<file path="src/rtl/syscall_console_unit_pkg.sv">
// Shared call codes, ASCII constants and types for the console syscall unit.
// Decode and hazard logic import the same call codes from here.
package syscall_console_unit_pkg;

  localparam logic [31:0] SYS_PRINT_INT  = 32'd1;
  localparam logic [31:0] SYS_EXIT       = 32'd10;
  localparam logic [31:0] SYS_PRINT_CHAR = 32'd11;

  localparam logic [7:0] ASCII_0     = 8'h30;
  localparam logic [7:0] ASCII_MINUS = 8'h2D;

  typedef enum logic [2:0] {
    IDLE, CHAR, CONV, SIGN, DIGIT, DISCARD, HALT
  } state_e;

  typedef struct packed {
    logic [31:0] funct;
    logic [31:0] param;
  } req_t;

  // Number of significant BCD digits in a 10-digit value; zero still prints one digit.
  function automatic logic [3:0] sig_digits(input logic [39:0] bcd);
    logic [3:0] n;
    n = 4'd1;
    for (int i = 1; i < 10; i++) begin
      if (bcd[4*i +: 4] != 4'd0) n = 4'(i + 1);
    end
    return n;
  endfunction

endpackage

</file>
<file path="src/rtl/syscall_console_unit_if.sv">
// Syscall request port (from execute) and console byte port (to sink).
interface syscall_console_unit_if;
  logic        syscall_valid;
  logic [31:0] syscall_funct;
  logic [31:0] syscall_param;
  logic        syscall_ready;
  logic        console_valid;
  logic [7:0]  console_data;
  logic        console_ready;

  modport master (
    output syscall_valid, syscall_funct, syscall_param, console_ready,
    input  syscall_ready, console_valid, console_data
  );

  modport slave (
    input  syscall_valid, syscall_funct, syscall_param, console_ready,
    output syscall_ready, console_valid, console_data
  );
endinterface

</file>
<file path="src/rtl/syscall_console_unit_bin2bcd_seq.sv">
// Sequential double-dabble: 32-bit unsigned to 10 BCD digits in exactly 32 cycles.
module bin2bcd_seq (
  input  logic        clock,
  input  logic        reset,
  input  logic        start_i,
  input  logic [31:0] bin_i,
  output logic        busy_o,
  output logic        done_o,
  output logic [39:0] bcd_o
);

  logic [39:0] bcd_q;
  logic [39:0] bcd_adj;
  logic [31:0] bin_q;
  logic [4:0]  cnt_q;
  logic        busy_q;
  logic        done_q;

  always_comb begin
    // NOTE: full default before the conditional updates keeps this block latch-free.
    bcd_adj = bcd_q;
    for (int i = 0; i < 10; i++) begin
      if (bcd_q[4*i +: 4] >= 4'd5) bcd_adj[4*i +: 4] = bcd_q[4*i +: 4] + 4'd3;
    end
  end

  // NOTE: state is updated with <= so every register samples pre-edge values.
  always_ff @(posedge clock) begin
    if (reset) begin
      bcd_q  <= '0;
      bin_q  <= '0;
      cnt_q  <= '0;
      busy_q <= 1'b0;
      done_q <= 1'b0;
    end else begin
      done_q <= 1'b0;
      if (start_i && !busy_q) begin
        bcd_q  <= '0;
        bin_q  <= bin_i;
        cnt_q  <= '0;
        busy_q <= 1'b1;
      end else if (busy_q) begin
        {bcd_q, bin_q} <= {bcd_adj, bin_q} << 1;
        cnt_q          <= cnt_q + 5'd1;
        if (cnt_q == 5'd31) begin
          busy_q <= 1'b0;
          done_q <= 1'b1;
        end
      end
    end
  end

  assign busy_o = busy_q;
  assign done_o = done_q;
  assign bcd_o  = bcd_q;

endmodule

</file>
<file path="src/rtl/syscall_console_unit.sv">
// Console syscall unit: queues print_int/print_char/exit requests and renders
// them in order as an ASCII byte stream on a valid/ready console port.
module syscall_console_unit
  import syscall_console_unit_pkg::*;
#(
  parameter int unsigned FIFO_DEPTH = 4
) (
  input  logic                    clock,
  input  logic                    reset,
  syscall_console_unit_if.slave   bus,
  output logic                    halted,
  output logic                    unsupported
);

  localparam int unsigned PTR_W = $clog2(FIFO_DEPTH);
  localparam int unsigned CNT_W = PTR_W + 1;
  localparam logic [CNT_W-1:0] FULL_CNT = CNT_W'(FIFO_DEPTH);

  req_t             mem_q [FIFO_DEPTH];
  logic [PTR_W-1:0] wr_ptr_q, rd_ptr_q;
  logic [CNT_W-1:0] count_q;
  logic             push, pop;
  req_t             head;

  state_e      state_q;
  logic        console_valid_q;
  logic [7:0]  console_data_q;
  logic        halted_q;
  logic        unsupported_q;
  logic        neg_q;
  logic [39:0] digits_q;
  logic [3:0]  ndig_q;

  logic        bcd_start, bcd_busy, bcd_done;
  logic [39:0] bcd;
  logic [31:0] magnitude;
  logic [3:0]  bcd_ndig;
  logic [5:0]  lead_shift;

  assign bus.syscall_ready = (count_q != FULL_CNT) && !halted_q;
  assign push = bus.syscall_valid && bus.syscall_ready;
  assign pop  = (state_q == IDLE) && (count_q != '0);
  assign head = mem_q[rd_ptr_q];

  // NOTE: queue storage carries no reset; the pointers and count alone define validity.
  always_ff @(posedge clock) begin
    if (push) mem_q[wr_ptr_q] <= {bus.syscall_funct, bus.syscall_param};
  end

  always_ff @(posedge clock) begin
    if (reset) begin
      wr_ptr_q <= '0;
      rd_ptr_q <= '0;
      count_q  <= '0;
    end else begin
      if (push) wr_ptr_q <= wr_ptr_q + PTR_W'(1);
      if (pop)  rd_ptr_q <= rd_ptr_q + PTR_W'(1);
      case ({push, pop})
        2'b10:   count_q <= count_q + CNT_W'(1);
        2'b01:   count_q <= count_q - CNT_W'(1);
        default: ;
      endcase
    end
  end

  // Two's-complement negate of 0x80000000 yields 0x80000000, which is the correct unsigned magnitude.
  assign magnitude = head.param[31] ? (~head.param + 32'd1) : head.param;
  assign bcd_start = pop && (head.funct == SYS_PRINT_INT);

  bin2bcd_seq u_bin2bcd (
    .clock   (clock),
    .reset   (reset),
    .start_i (bcd_start),
    .bin_i   (magnitude),
    .busy_o  (bcd_busy),
    .done_o  (bcd_done),
    .bcd_o   (bcd)
  );

  // Left-align the result so the most significant printed digit sits in the top nibble.
  assign bcd_ndig   = sig_digits(bcd);
  assign lead_shift = 6'd40 - {bcd_ndig, 2'b00};

  always_ff @(posedge clock) begin
    if (reset) begin
      state_q         <= IDLE;
      console_valid_q <= 1'b0;
      console_data_q  <= '0;
      halted_q        <= 1'b0;
      unsupported_q   <= 1'b0;
      neg_q           <= 1'b0;
      digits_q        <= '0;
      ndig_q          <= '0;
    end else begin
      unsupported_q <= 1'b0;
      unique case (state_q)
        IDLE: if (pop) begin
          neg_q <= head.param[31];
          if (head.funct == SYS_PRINT_CHAR) begin
            console_valid_q <= 1'b1;
            console_data_q  <= head.param[7:0];
            state_q         <= CHAR;
          end else if (head.funct == SYS_PRINT_INT) begin
            state_q <= CONV;
          end else if (head.funct == SYS_EXIT) begin
            halted_q <= 1'b1;
            state_q  <= HALT;
          end else begin
            unsupported_q <= 1'b1;
            state_q       <= DISCARD;
          end
        end
        CHAR: if (bus.console_ready) begin
          console_valid_q <= 1'b0;
          state_q         <= IDLE;
        end
        CONV: if (bcd_done && !bcd_busy) begin
          ndig_q          <= bcd_ndig;
          digits_q        <= bcd << lead_shift;
          console_valid_q <= neg_q;
          console_data_q  <= ASCII_MINUS;
          state_q         <= SIGN;
        end
        SIGN: if (!console_valid_q || bus.console_ready) begin
          console_valid_q <= 1'b1;
          console_data_q  <= ASCII_0 + {4'b0000, digits_q[39:36]};
          state_q         <= DIGIT;
        end
        DIGIT: if (bus.console_ready) begin
          if (ndig_q == 4'd1) begin
            console_valid_q <= 1'b0;
            state_q         <= IDLE;
          end else begin
            console_data_q <= ASCII_0 + {4'b0000, digits_q[35:32]};
            digits_q       <= digits_q << 4;
            ndig_q         <= ndig_q - 4'd1;
          end
        end
        DISCARD: state_q <= IDLE;
        HALT:    ;
        default: state_q <= IDLE;
      endcase
    end
  end

  assign bus.console_valid = console_valid_q;
  assign bus.console_data  = console_data_q;
  assign halted            = halted_q;
  assign unsupported       = unsupported_q;

endmodule

</file>
<file path="src/flat_wrapper.sv">
// flat-port wrapper written by rule: the top's interface ports become plain ports
module syscall_console_unit_flat import syscall_console_unit_pkg::*;
#(
  parameter int unsigned FIFO_DEPTH = 4
)
  (clock, reset, halted, unsupported, bus_syscall_valid, bus_syscall_funct, bus_syscall_param, bus_console_ready, bus_syscall_ready, bus_console_valid, bus_console_data);
  syscall_console_unit_if bus_i ();
  input  logic clock;
  input  logic reset;
  output logic halted;
  output logic unsupported;
  input wire logic [$bits(bus_i.syscall_valid)-1:0] bus_syscall_valid;
  input wire logic [$bits(bus_i.syscall_funct)-1:0] bus_syscall_funct;
  input wire logic [$bits(bus_i.syscall_param)-1:0] bus_syscall_param;
  input wire logic [$bits(bus_i.console_ready)-1:0] bus_console_ready;
  output wire logic [$bits(bus_i.syscall_ready)-1:0] bus_syscall_ready;
  output wire logic [$bits(bus_i.console_valid)-1:0] bus_console_valid;
  output wire logic [$bits(bus_i.console_data)-1:0] bus_console_data;
  assign bus_i.syscall_valid = bus_syscall_valid;
  assign bus_i.syscall_funct = bus_syscall_funct;
  assign bus_i.syscall_param = bus_syscall_param;
  assign bus_i.console_ready = bus_console_ready;
  assign bus_syscall_ready = bus_i.syscall_ready;
  assign bus_console_valid = bus_i.console_valid;
  assign bus_console_data = bus_i.console_data;
  syscall_console_unit #(.FIFO_DEPTH(FIFO_DEPTH)) u_core (.clock(clock), .reset(reset), .bus(bus_i), .halted(halted), .unsupported(unsupported));
endmodule
</file>
<file path="config.mk">
export PLATFORM = sky130hd
export DESIGN_NAME = syscall_console_unit_flat
export DESIGN_NICKNAME = d
export VERILOG_FILES = /design/src/rtl/syscall_console_unit_pkg.sv /design/src/rtl/syscall_console_unit_if.sv /design/src/rtl/syscall_console_unit_bin2bcd_seq.sv /design/src/rtl/syscall_console_unit.sv /design/src/flat_wrapper.sv
export SDC_FILE = /design/constraint.sdc
export NUM_CORES = 1
export LEC_CHECK = 0
export BUFFER_PORTS_ARGS = -buffer_cell sky130_fd_sc_hd__buf_4
export CORE_UTILIZATION = 24
export CTS_BUF_LIST = sky130_fd_sc_hd__clkbuf_16
export CTS_CLUSTER_SIZE = 8
export DETAILED_ROUTE_END_ITERATION = 10
export GPL_ROUTABILITY_DRIVEN = 0
export SYNTH_ARGS = -nofsm -noshare
export SYNTH_HDL_FRONTEND = slang
export SYNTH_SLANG_ARGS = --single-unit
</file>
<file path="constraint.sdc">
create_clock -name clock -period 10.6 [get_ports clock]
set_clock_uncertainty 0.2 [all_clocks]
set_input_delay 0 -clock clock [delete_from_list [all_inputs] [get_ports clock]]
set_output_delay 0 -clock clock [all_outputs]
set_load 0.01 [all_outputs]
</file>
==> impl_table.tex, run 1 <==
\begin{tabular}{lr}
\hline
Metric & Value \\
\hline
\multicolumn{2}{l}{\textbf{Logic synthesis}} \\
Async set or reset register ratio after synthesis & 0 \\
Most numerous cell types in the synthesized netlist & sky130\_fd\_sc\_hd\_\_edfxtp\_1 (256), sky130\_fd\_sc\_hd\_\_dfxtp\_1 (147), sky130\_fd\_sc\_hd\_\_nor2\_1 (144), sky130\_fd\_sc\_hd\_\_a21oi\_1 (126), sky130\_fd\_sc\_hd\_\_nand2\_1 (122) \\
Summed instance area of the synthesized netlist & 18,100 sq um \\
Ys flop type & sky130\_fd\_sc\_hd\_\_edfxtp\_1 \\
Post-synth cell types & 71 \\
Yosys Warn Count & 0 \\
Gate Count Post-Synth & 1,543 \\
Number of synthesized flops with an enable pin & 256 \\
Synth top area share & 0.426 \\
Share of the yosys chip area belonging to registers & 0.589 \\
Top area cells in the synthesized netlist & sky130\_fd\_sc\_hd\_\_edfxtp\_1 (43\%), sky130\_fd\_sc\_hd\_\_dfxtp\_1 (16\%), sky130\_fd\_sc\_hd\_\_mux4\_2 (4.2\%) \\
Syn\_area\_per\_cell & 11.7 sq um \\
Nets in the synthesized netlist & 1,645 \\
Post-synthesis cell type with the largest combined area & sky130\_fd\_sc\_hd\_\_edfxtp\_1 \\
Register bit total from synthesis & 403 \\
Leading cell type by number of instances after synthesis & sky130\_fd\_sc\_hd\_\_edfxtp\_1 \\
\multicolumn{2}{l}{\textbf{STA}} \\
Fmax achieved & 203 MHz \\
Relative slew slack & 0.143 \\
Final setup vio count & 0 \\
Tmin final & 4930 ps \\
Final period utilization & 0.465 \\
Pins over their slew limit & 0 \\
RSZ-0062 raised after global routing & no \\
Number of hold-slack violations in the final timing report & 0 \\
Slew at the pin with the worst max-slew slack & 1280 ps \\
Post-route setup TNS & 0 ps \\
\multicolumn{2}{l}{\textbf{Detailed routing}} \\
DRC marker count from the first detailed-route iteration & 801 \\
Total via count after detailed routing & 12.9k \\
Count of TritonRoute iterations in the first routing pass & 5 \\
WL final & 43.9 mm \\
Via/cell ratio & 4.70 \\
Number of nets with antenna violations after routing & 0 \\
Wire length per cell after detailed routing & 16.0 microns \\
DRC errors left & 0 \\
\multicolumn{2}{l}{\textbf{Final layout}} \\
Number of nets in the finished design & 1,836 \\
Signed area change from the synthesized netlist to the final layout & 25.0\% \\
Area of all sequential standard cells & 10,600 sq um \\
Non-filler cells in the finished layout & 2,747 \\
Fill cell total of the finished layout & 7,396 \\
Share of final-layout standard cells stronger than drive strength 1 & 0.128 \\
Area used by multi-input combinational logic & 6880 sq um \\
\multicolumn{2}{l}{\textbf{Power}} \\
Clock share of power & 0.370 \\
Fraction of power spent switching nets & 0.280 \\
Reported net switching power & 1.22 mW \\
Cell Int Power & 3.15 mW \\
Static Leakage & 7.66 nW \\
Proportion of power drawn by flip-flops and latches & 0.437 \\
Ratio of total power to cell area & 194 nW/um\^{}2 \\
Logic pwr share & 0.193 \\
Worst supply voltage drop on vdd & 0.148 mV \\
\multicolumn{2}{l}{\textbf{Global routing}} \\
Antenna violations before repair & 5 \\
Vias in the first global route & 13.0k \\
GRT overflow & 0 \\
Maximum number of pins on one net before global-route repair & 74 \\
First-pass GRT wire length & 69.9 mm \\
Total global routing track utilization & 0.112 \\
Met3 track demand over resource in global routing & 0.0276 \\
GR met1 Demand/Resource & 0.137 \\
Met2 routing resource usage after global routing & 0.192 \\
Most heavily used metal layer in global routing & met2 \\
\multicolumn{2}{l}{\textbf{Setup path}} \\
FF-to-FF path depth & 13 \\
Reg2Reg Launch Point & u\_core.u\_bin2bcd.bcd\_o[8] \\
Type of element capturing the critical path & flip-flop \\
Worst reg-to-reg setup slack & 5670 ps \\
Required time at the worst-slack endpoint & 10,940 ps \\
Nature of the critical path startpoint & flip-flop \\
Setup CP Type & flip-flop to flip-flop \\
Start point of the critical path & u\_core.u\_bin2bcd.bcd\_o[8] \\
Worst setup path endpoint & u\_core.digits\_q[33] \\
Data arrival, critical path & 5260 ps \\
Worst-path fanout max & 29 \\
Endpoint of the most critical register-to-register path & u\_core.digits\_q[33] \\
\multicolumn{2}{l}{\textbf{Placement}} \\
Port Buf Inserts & 79 \\
Cell count after placement & 2,511 \\
Post-DP HPWL & 28.0 mm \\
\multicolumn{2}{l}{\textbf{Die}} \\
Cell Rows & 100 \\
Standard cell core area & 74,400 sq um \\
Top-Level Pins & 80 \\
Full die area & 76,400 sq um \\
Width of the die & 276 microns \\
Initial Utilization & 0.243 \\
Die span in y & 276 microns \\
\multicolumn{2}{l}{\textbf{Clocking}} \\
TritonCTS clock tree & built \\
Max H-tree Level & 2 \\
Root Buffer Master & sky130\_fd\_sc\_hd\_\_clkbuf\_16 \\
Buffers from clock root to sink, at most & 3 \\
Cts bufs inserted & 56 \\
Clock sink count & 403 \\
Latest clock arrival within the worst-skew pair & 610 ps \\
Post-cts gate resize count & 0 \\
Clock Pin Slew Worst Setup and Hold Paths & 50 ps \\
\multicolumn{2}{l}{\textbf{Worst hold path}} \\
Min-Delay Path Class & primary input to flip-flop \\
\multicolumn{2}{l}{\textbf{Run status}} \\
Result of the run & finished clean \\
\multicolumn{2}{l}{\textbf{Flow run}} \\
Number of violations of the max-capacitance limit & 0 \\
\hline
\end{tabular}
==> sequential cells by signal, indices dropped and copies added (netlist names), 3 cells and up, named ones only <==
signal	cells
u_core.bus.console_data	8
u_core.ndig_q	4
u_core.digits_q	40
u_core.u_bin2bcd.bin_q	32
u_core.u_bin2bcd.cnt_q	5
u_core.u_bin2bcd.bcd_o	40
u_core.mem_q	256
u_core.count_q	3
u_core.state_q	3
==> timing repair <==
action / in CTS / in global routing
buffers inserted: 0 / 0
hold buffers: 133 / 0
endpoints found under the hold margin: 301 / 0
==> power by group through the flow <==
stage                     logic [mW]  clock network (mW)  registers (mW)
after detailed placement       0.808                   0            1.94
after floorplan                0.607                   0            1.92
after global routing           0.928                1.73            1.93
final                          0.843                1.62            1.91
after global placement         0.788                   0            1.94
after CTS                      0.850                1.65            1.91
==> layout by cell type (no fill, tap or decap), types with 12 or more instances in the layout <==
master and count:
sky130_fd_sc_hd__a221oi_1 12, sky130_fd_sc_hd__nand3_1 29, sky130_fd_sc_hd__mux2i_1 67, sky130_fd_sc_hd__o21ai_0 71, sky130_fd_sc_hd__xnor2_1 32, sky130_fd_sc_hd__nor3_1 45, sky130_fd_sc_hd__dlygate4sd3_1 133, sky130_fd_sc_hd__nand2_1 122
sky130_fd_sc_hd__nand2b_1 15, sky130_fd_sc_hd__mux4_2 34, sky130_fd_sc_hd__ha_1 33, sky130_fd_sc_hd__nor4_1 27, sky130_fd_sc_hd__nor2_1 142, sky130_fd_sc_hd__inv_1 78, sky130_fd_sc_hd__xor2_1 25, sky130_fd_sc_hd__a22oi_1 15
sky130_fd_sc_hd__a21oi_1 126, sky130_fd_sc_hd__dfxtp_1 144, sky130_fd_sc_hd__o211ai_1 28, sky130_fd_sc_hd__a31oi_1 14, sky130_fd_sc_hd__clkbuf_16 57, sky130_fd_sc_hd__edfxtp_1 256, sky130_fd_sc_hd__buf_4 95
==> cell families after synthesis <==
family | synth area share
and+or+nand+nor | 0.122
DFF | 0.589
AOI/OAI and AO/OA | 0.118
buffers and inverters | 0.0316
muxes | 0.0880
xor gates and xnor gates | 0.0276
adders and majority gates | 0.0240
==> per-stage QoR <==
stage / worst slack, ps / total power [mW] / hold slack, ps / area, sq um / utilization
finish: 5670 / 4.38 / 63.5 / 22600 / 0.303
global route: 5180 / 4.58 / 28.7 / 22600 / 0.303
CTS: 5750 / 4.42 / 15.2 / 22600 / 0.303
detailed placement: 5790 / 2.75 / 3.04 / 19600 / 0.263
global placement: 5820 / 2.73 / -0.302 / 19600 / 0.263
floorplan: 6840 / 2.53 / -101 / 18100 / -
==> cell type report <==
| class | instances | area share |
|---|---|---|
| antenna | 6 | 0.000665 |
| clock buffer | 57 | 0.0632 |
| clock inverter | 39 | 0.00842 |
| inverter | 44 | 0.00732 |
| multi-input combinational | 1000 | 0.305 |
| sequential | 403 | 0.471 |
| tap | 969 | 0.0537 |
| timing repair buffer | 229 | 0.0908 |
==> metal layers <==
metal / up-vias / part of all wire
li1: 6156 / -
met1: 6308 / 0.43
met2: 363 / 0.49
met3: 92 / 0.063
met4: 0 / 0.023
met5: - / 0
==> worst max-delay path, stage by stage, from the launching register on <==
cell and delay [ps]:
sky130_fd_sc_hd__dfxtp_1 370, sky130_fd_sc_hd__inv_1 120, sky130_fd_sc_hd__ha_1 270, sky130_fd_sc_hd__or3b_2 490
sky130_fd_sc_hd__o211ai_1 200, sky130_fd_sc_hd__a21oi_1 120, sky130_fd_sc_hd__nor2_4 100, sky130_fd_sc_hd__inv_2 110
sky130_fd_sc_hd__ha_1 910, sky130_fd_sc_hd__inv_1 720, sky130_fd_sc_hd__nor3_1 530, sky130_fd_sc_hd__a21oi_1 130
sky130_fd_sc_hd__or4_1 410, sky130_fd_sc_hd__a31oi_1 160
==> how the worst min path moves through the flow <==
stage / startpoint / depth (start not counted) / slack [ps] / to
detailed placement: bus_syscall_param[23] / 1 / 3 / u_core.mem_q[1][23]
CTS: bus_syscall_param[6] / 2 / 20 / u_core.mem_q[1][6]
global route: bus_syscall_param[6] / 2 / 30 / u_core.mem_q[3][6]
finish: bus_syscall_param[6] / 2 / 60 / u_core.mem_q[3][6]
floorplan: bus_syscall_param[0] / 0 / -100 / u_core.mem_q[0][0]
global placement: bus_syscall_param[31] / 1 / -0.3 / u_core.mem_q[1][31]
No activity file was read; power rests on OpenSTA's default activity.
==> run 2, diff against run 1 <==
==> constraint.sdc (replaced) <==
create_clock -name clock -period 4.7 [get_ports clock]
set_clock_uncertainty 0.2 [all_clocks]
set_input_delay 0 -clock clock [delete_from_list [all_inputs] [get_ports clock]]
set_output_delay 0 -clock clock [all_outputs]
set_load 0.01 [all_outputs]
==> run 2 against run 1 <==
Sequential share of layout area is 0.22 points lower. Core utilization is 0.14 points higher. Clock power is 130% higher. Non-clock buffer count is 9 higher. First-iteration DRC count is 9.2% higher. Design area is 0.48% higher. Hold slack worse by 19 ps. Register-to-register slack worse by 4800 ps. Via count is 0.83% higher. Critical path depth is 4 lower. Wire length is 2.5% higher. Largest cell class unchanged. Largest power group unchanged.
==> impl_table.tex, run 2 (same netlist as run 1, synthesis figures left out) <==
\begin{tabular}{lr}
\hline
Metric & Value \\
\hline
\multicolumn{2}{l}{\textbf{Clocking}} \\
Root Buffer Master & sky130\_fd\_sc\_hd\_\_clkbuf\_16 \\
Clock sink count & 403 (unchanged) \\
Buffers from clock root to sink, at most & 3 (unchanged) \\
Post-cts gate resize count & 0 (unchanged) \\
Latest clock arrival within the worst-skew pair & 610 ps (about the same) \\
Clock Pin Slew Worst Setup and Hold Paths & 50 ps (about the same) \\
Cts bufs inserted & 56 (unchanged) \\
TritonCTS clock tree & built \\
Max H-tree Level & 2 (unchanged) \\
\multicolumn{2}{l}{\textbf{STA}} \\
Slew at the pin with the worst max-slew slack & 937 ps (-340 ps) \\
Number of hold-slack violations in the final timing report & 0 (unchanged) \\
Final period utilization & 0.808 (+0.343) \\
Pins over their slew limit & 0 (unchanged) \\
Tmin final & 3800 ps (-1130 ps) \\
Post-route setup TNS & 0 ps (unchanged) \\
Relative slew slack & 0.376 (+0.232) \\
RSZ-0062 raised after global routing & no \\
Fmax achieved & 263 MHz (+30\%) \\
Final setup vio count & 0 (unchanged) \\
\multicolumn{2}{l}{\textbf{Final layout}} \\
Max reg flops & 256 (unchanged) \\
Share of final-layout standard cells stronger than drive strength 1 & 0.133 (+0.00512) \\
Area used by multi-input combinational logic & 6880 sq um (unchanged) \\
Final core utilization & 0.305 (+0.00144) \\
Leading cell type in the layout, fill and taps excluded & sky130\_fd\_sc\_hd\_\_edfxtp\_1 \\
Number of nets in the finished design & 1,845 (+0.49\%) \\
Most used cells in the layout excluding fill and tap cells & sky130\_fd\_sc\_hd\_\_edfxtp\_1 (256), sky130\_fd\_sc\_hd\_\_dfxtp\_1 (144), sky130\_fd\_sc\_hd\_\_nor2\_1 (142) \\
Largest register by flop count & u\_core.mem\_q \\
Fill cell total of the finished layout & 7,374 (-0.30\%) \\
Area of all sequential standard cells & 10,600 sq um (unchanged) \\
Signed area change from the synthesized netlist to the final layout & 25.6\% \\
Non-filler cells in the finished layout & 2,749 (+0.073\%) \\
\multicolumn{2}{l}{\textbf{Setup path}} \\
Type of element capturing the critical path & flip-flop \\
Crit path buf inv count & 1 (-2) \\
CP dominant cell by count & sky130\_fd\_sc\_hd\_\_nand3\_1 \\
Family with the most delay on the worst path & simple AND/OR/NAND/NOR gates \\
Series of cell instances along the critical path & buf\_12 > mux4\_2 > or4\_4 > nor4\_4 > nand3\_1 > o21ai\_0 > xnor2\_1 > nand3\_1 > a21oi\_1 \\
Nature of the critical path startpoint & flip-flop \\
Slowest-stage cell, CP & sky130\_fd\_sc\_hd\_\_dfxtp\_2 \\
Data arrival, critical path & 4090 ps (-1170 ps) \\
Required time at the worst-slack endpoint & 5000 ps (-5940 ps) \\
Setup CP Type & flip-flop to flip-flop \\
Largest stage delay on the critical path & 660 ps (-250 ps) \\
Worst-path fanout max & 31 (+6.9\%) \\
\multicolumn{2}{l}{\textbf{Die}} \\
Initial Utilization & 0.243 (unchanged) \\
Width of the die & 276 microns (unchanged) \\
Die span in y & 276 microns (unchanged) \\
Cell Rows & 100 (unchanged) \\
Top-Level Pins & 80 (unchanged) \\
Standard cell core area & 74,400 sq um (unchanged) \\
Full die area & 76,400 sq um (unchanged) \\
\multicolumn{2}{l}{\textbf{Global routing}} \\
Maximum number of pins on one net before global-route repair & 73 (-1.4\%) \\
Vias in the first global route & 13.0k (-0.15\%) \\
Antenna violations before repair & 5 (unchanged) \\
First-pass GRT wire length & 71.8 mm (+2.7\%) \\
GRT overflow & 0 (unchanged) \\
Total global routing track utilization & 0.115 (+0.00329) \\
\multicolumn{2}{l}{\textbf{Worst hold path}} \\
Min-Delay Path Class & primary input to flip-flop \\
\multicolumn{2}{l}{\textbf{Power}} \\
Static Leakage & 7.71 nW (+0.72\%) \\
Ratio of total power to cell area & 440 nW/um\^{}2 (+130\%) \\
Worst supply voltage drop on vdd & 0.377 mV (+160\%) \\
\multicolumn{2}{l}{\textbf{Run status}} \\
Result of the run & finished clean \\
\multicolumn{2}{l}{\textbf{Placement}} \\
Post-DP HPWL & 29.1 mm (+4.1\%) \\
Cell count after placement & 2,522 (+0.44\%) \\
Port Buf Inserts & 79 (unchanged) \\
\multicolumn{2}{l}{\textbf{Detailed routing}} \\
DRC marker count from the first detailed-route iteration & 875 (+9.2\%) \\
Number of nets with antenna violations after routing & 0 (unchanged) \\
Total via count after detailed routing & 13.0k (+0.83\%) \\
Wire length per cell after detailed routing & 16.4 microns (+2.4\%) \\
WL final & 45.0 mm (+2.5\%) \\
DRC errors left & 0 (unchanged) \\
Via/cell ratio & 4.74 (+0.75\%) \\
Count of TritonRoute iterations in the first routing pass & 6 (+1) \\
\multicolumn{2}{l}{\textbf{Flow run}} \\
Number of violations of the max-capacitance limit & 0 (unchanged) \\
\hline
\end{tabular}
run 2: changes by cell type in the layout (fill, tap and decap cells not counted):
cell,delta
sky130_fd_sc_hd__inv_16,-1
sky130_fd_sc_hd__buf_4,+9
sky130_fd_sc_hd__diode_2,-5
sky130_fd_sc_hd__inv_1,-2
sky130_fd_sc_hd__clkinv_2,-1
sky130_fd_sc_hd__buf_2,-1
sky130_fd_sc_hd__buf_12,+2
sky130_fd_sc_hd__clkinv_16,+1
sky130_fd_sc_hd__dlygate4sd3_1,-1
sky130_fd_sc_hd__bufinv_16,+1
run 2: layout make-up:
class / count / share of cell area
well taps: 969 / 0.0535
clock inverters: 37 / 0.00960
clock buffers: 57 / 0.0629
repair buffers: 238 / 0.0944
inverters: 44 / 0.00728
multi-input cells: 1000 / 0.303
flip-flops and latches: 403 / 0.469
diodes: 1 / 0.000110
run 2: layer usage:
layer	vias up	GRT usage	routed length [microns]	part of all wire
li1	6179	-	-	-
met1	6356	0.146	19400	0.43
met2	392	0.195	21700	0.48
met3	91	0.0237	2680	0.060
met4	8	0.0394	1110	0.025
met5	-	0	47	0.0010
run 2: power breakdown:
| part | switching (mW) | leakage [nW] | internal, mW |
|---|---|---|---|
| Sequential | 0.199 | 3.54 | 4.16 |
| Combinational | 1.10 | 3.25 | 0.819 |
| Clock | 1.48 | 0.920 | 2.21 |
run 2: repair_timing:
action                                 in CTS  in global routing
hold buffers                              132                  0
endpoints found under the hold margin     379                  0
setup buffers                               0                  0
run 2: per-stage QoR:
step,hold slack [ps],instance area [sq um],setup WS (ps),power (mW)
floorplan,-101,18100,942,5.70
global route,27.6,22700,591,10.4
detailed placement,3.80,19700,888,6.26
global placement,-1.31,19700,886,6.21
CTS,5.41,22700,842,10.1
finish,44.2,22700,903,9.97
run 2: worst paths after layout:
check	startpoint	endpoint	slack (ps)	depth (start not counted)
worst max-delay path	flip-flop	u_core.u_bin2bcd.bin_q[27]	900	9
worst min-delay path	bus_syscall_param[6]	u_core.mem_q[2][6]	40	2
worst max register to register	flip-flop	u_core.u_bin2bcd.bin_q[27]	900	9
worst min register to register	u_core.u_bin2bcd.bin_q[14]	u_core.u_bin2bcd.bin_q[15]	250	2
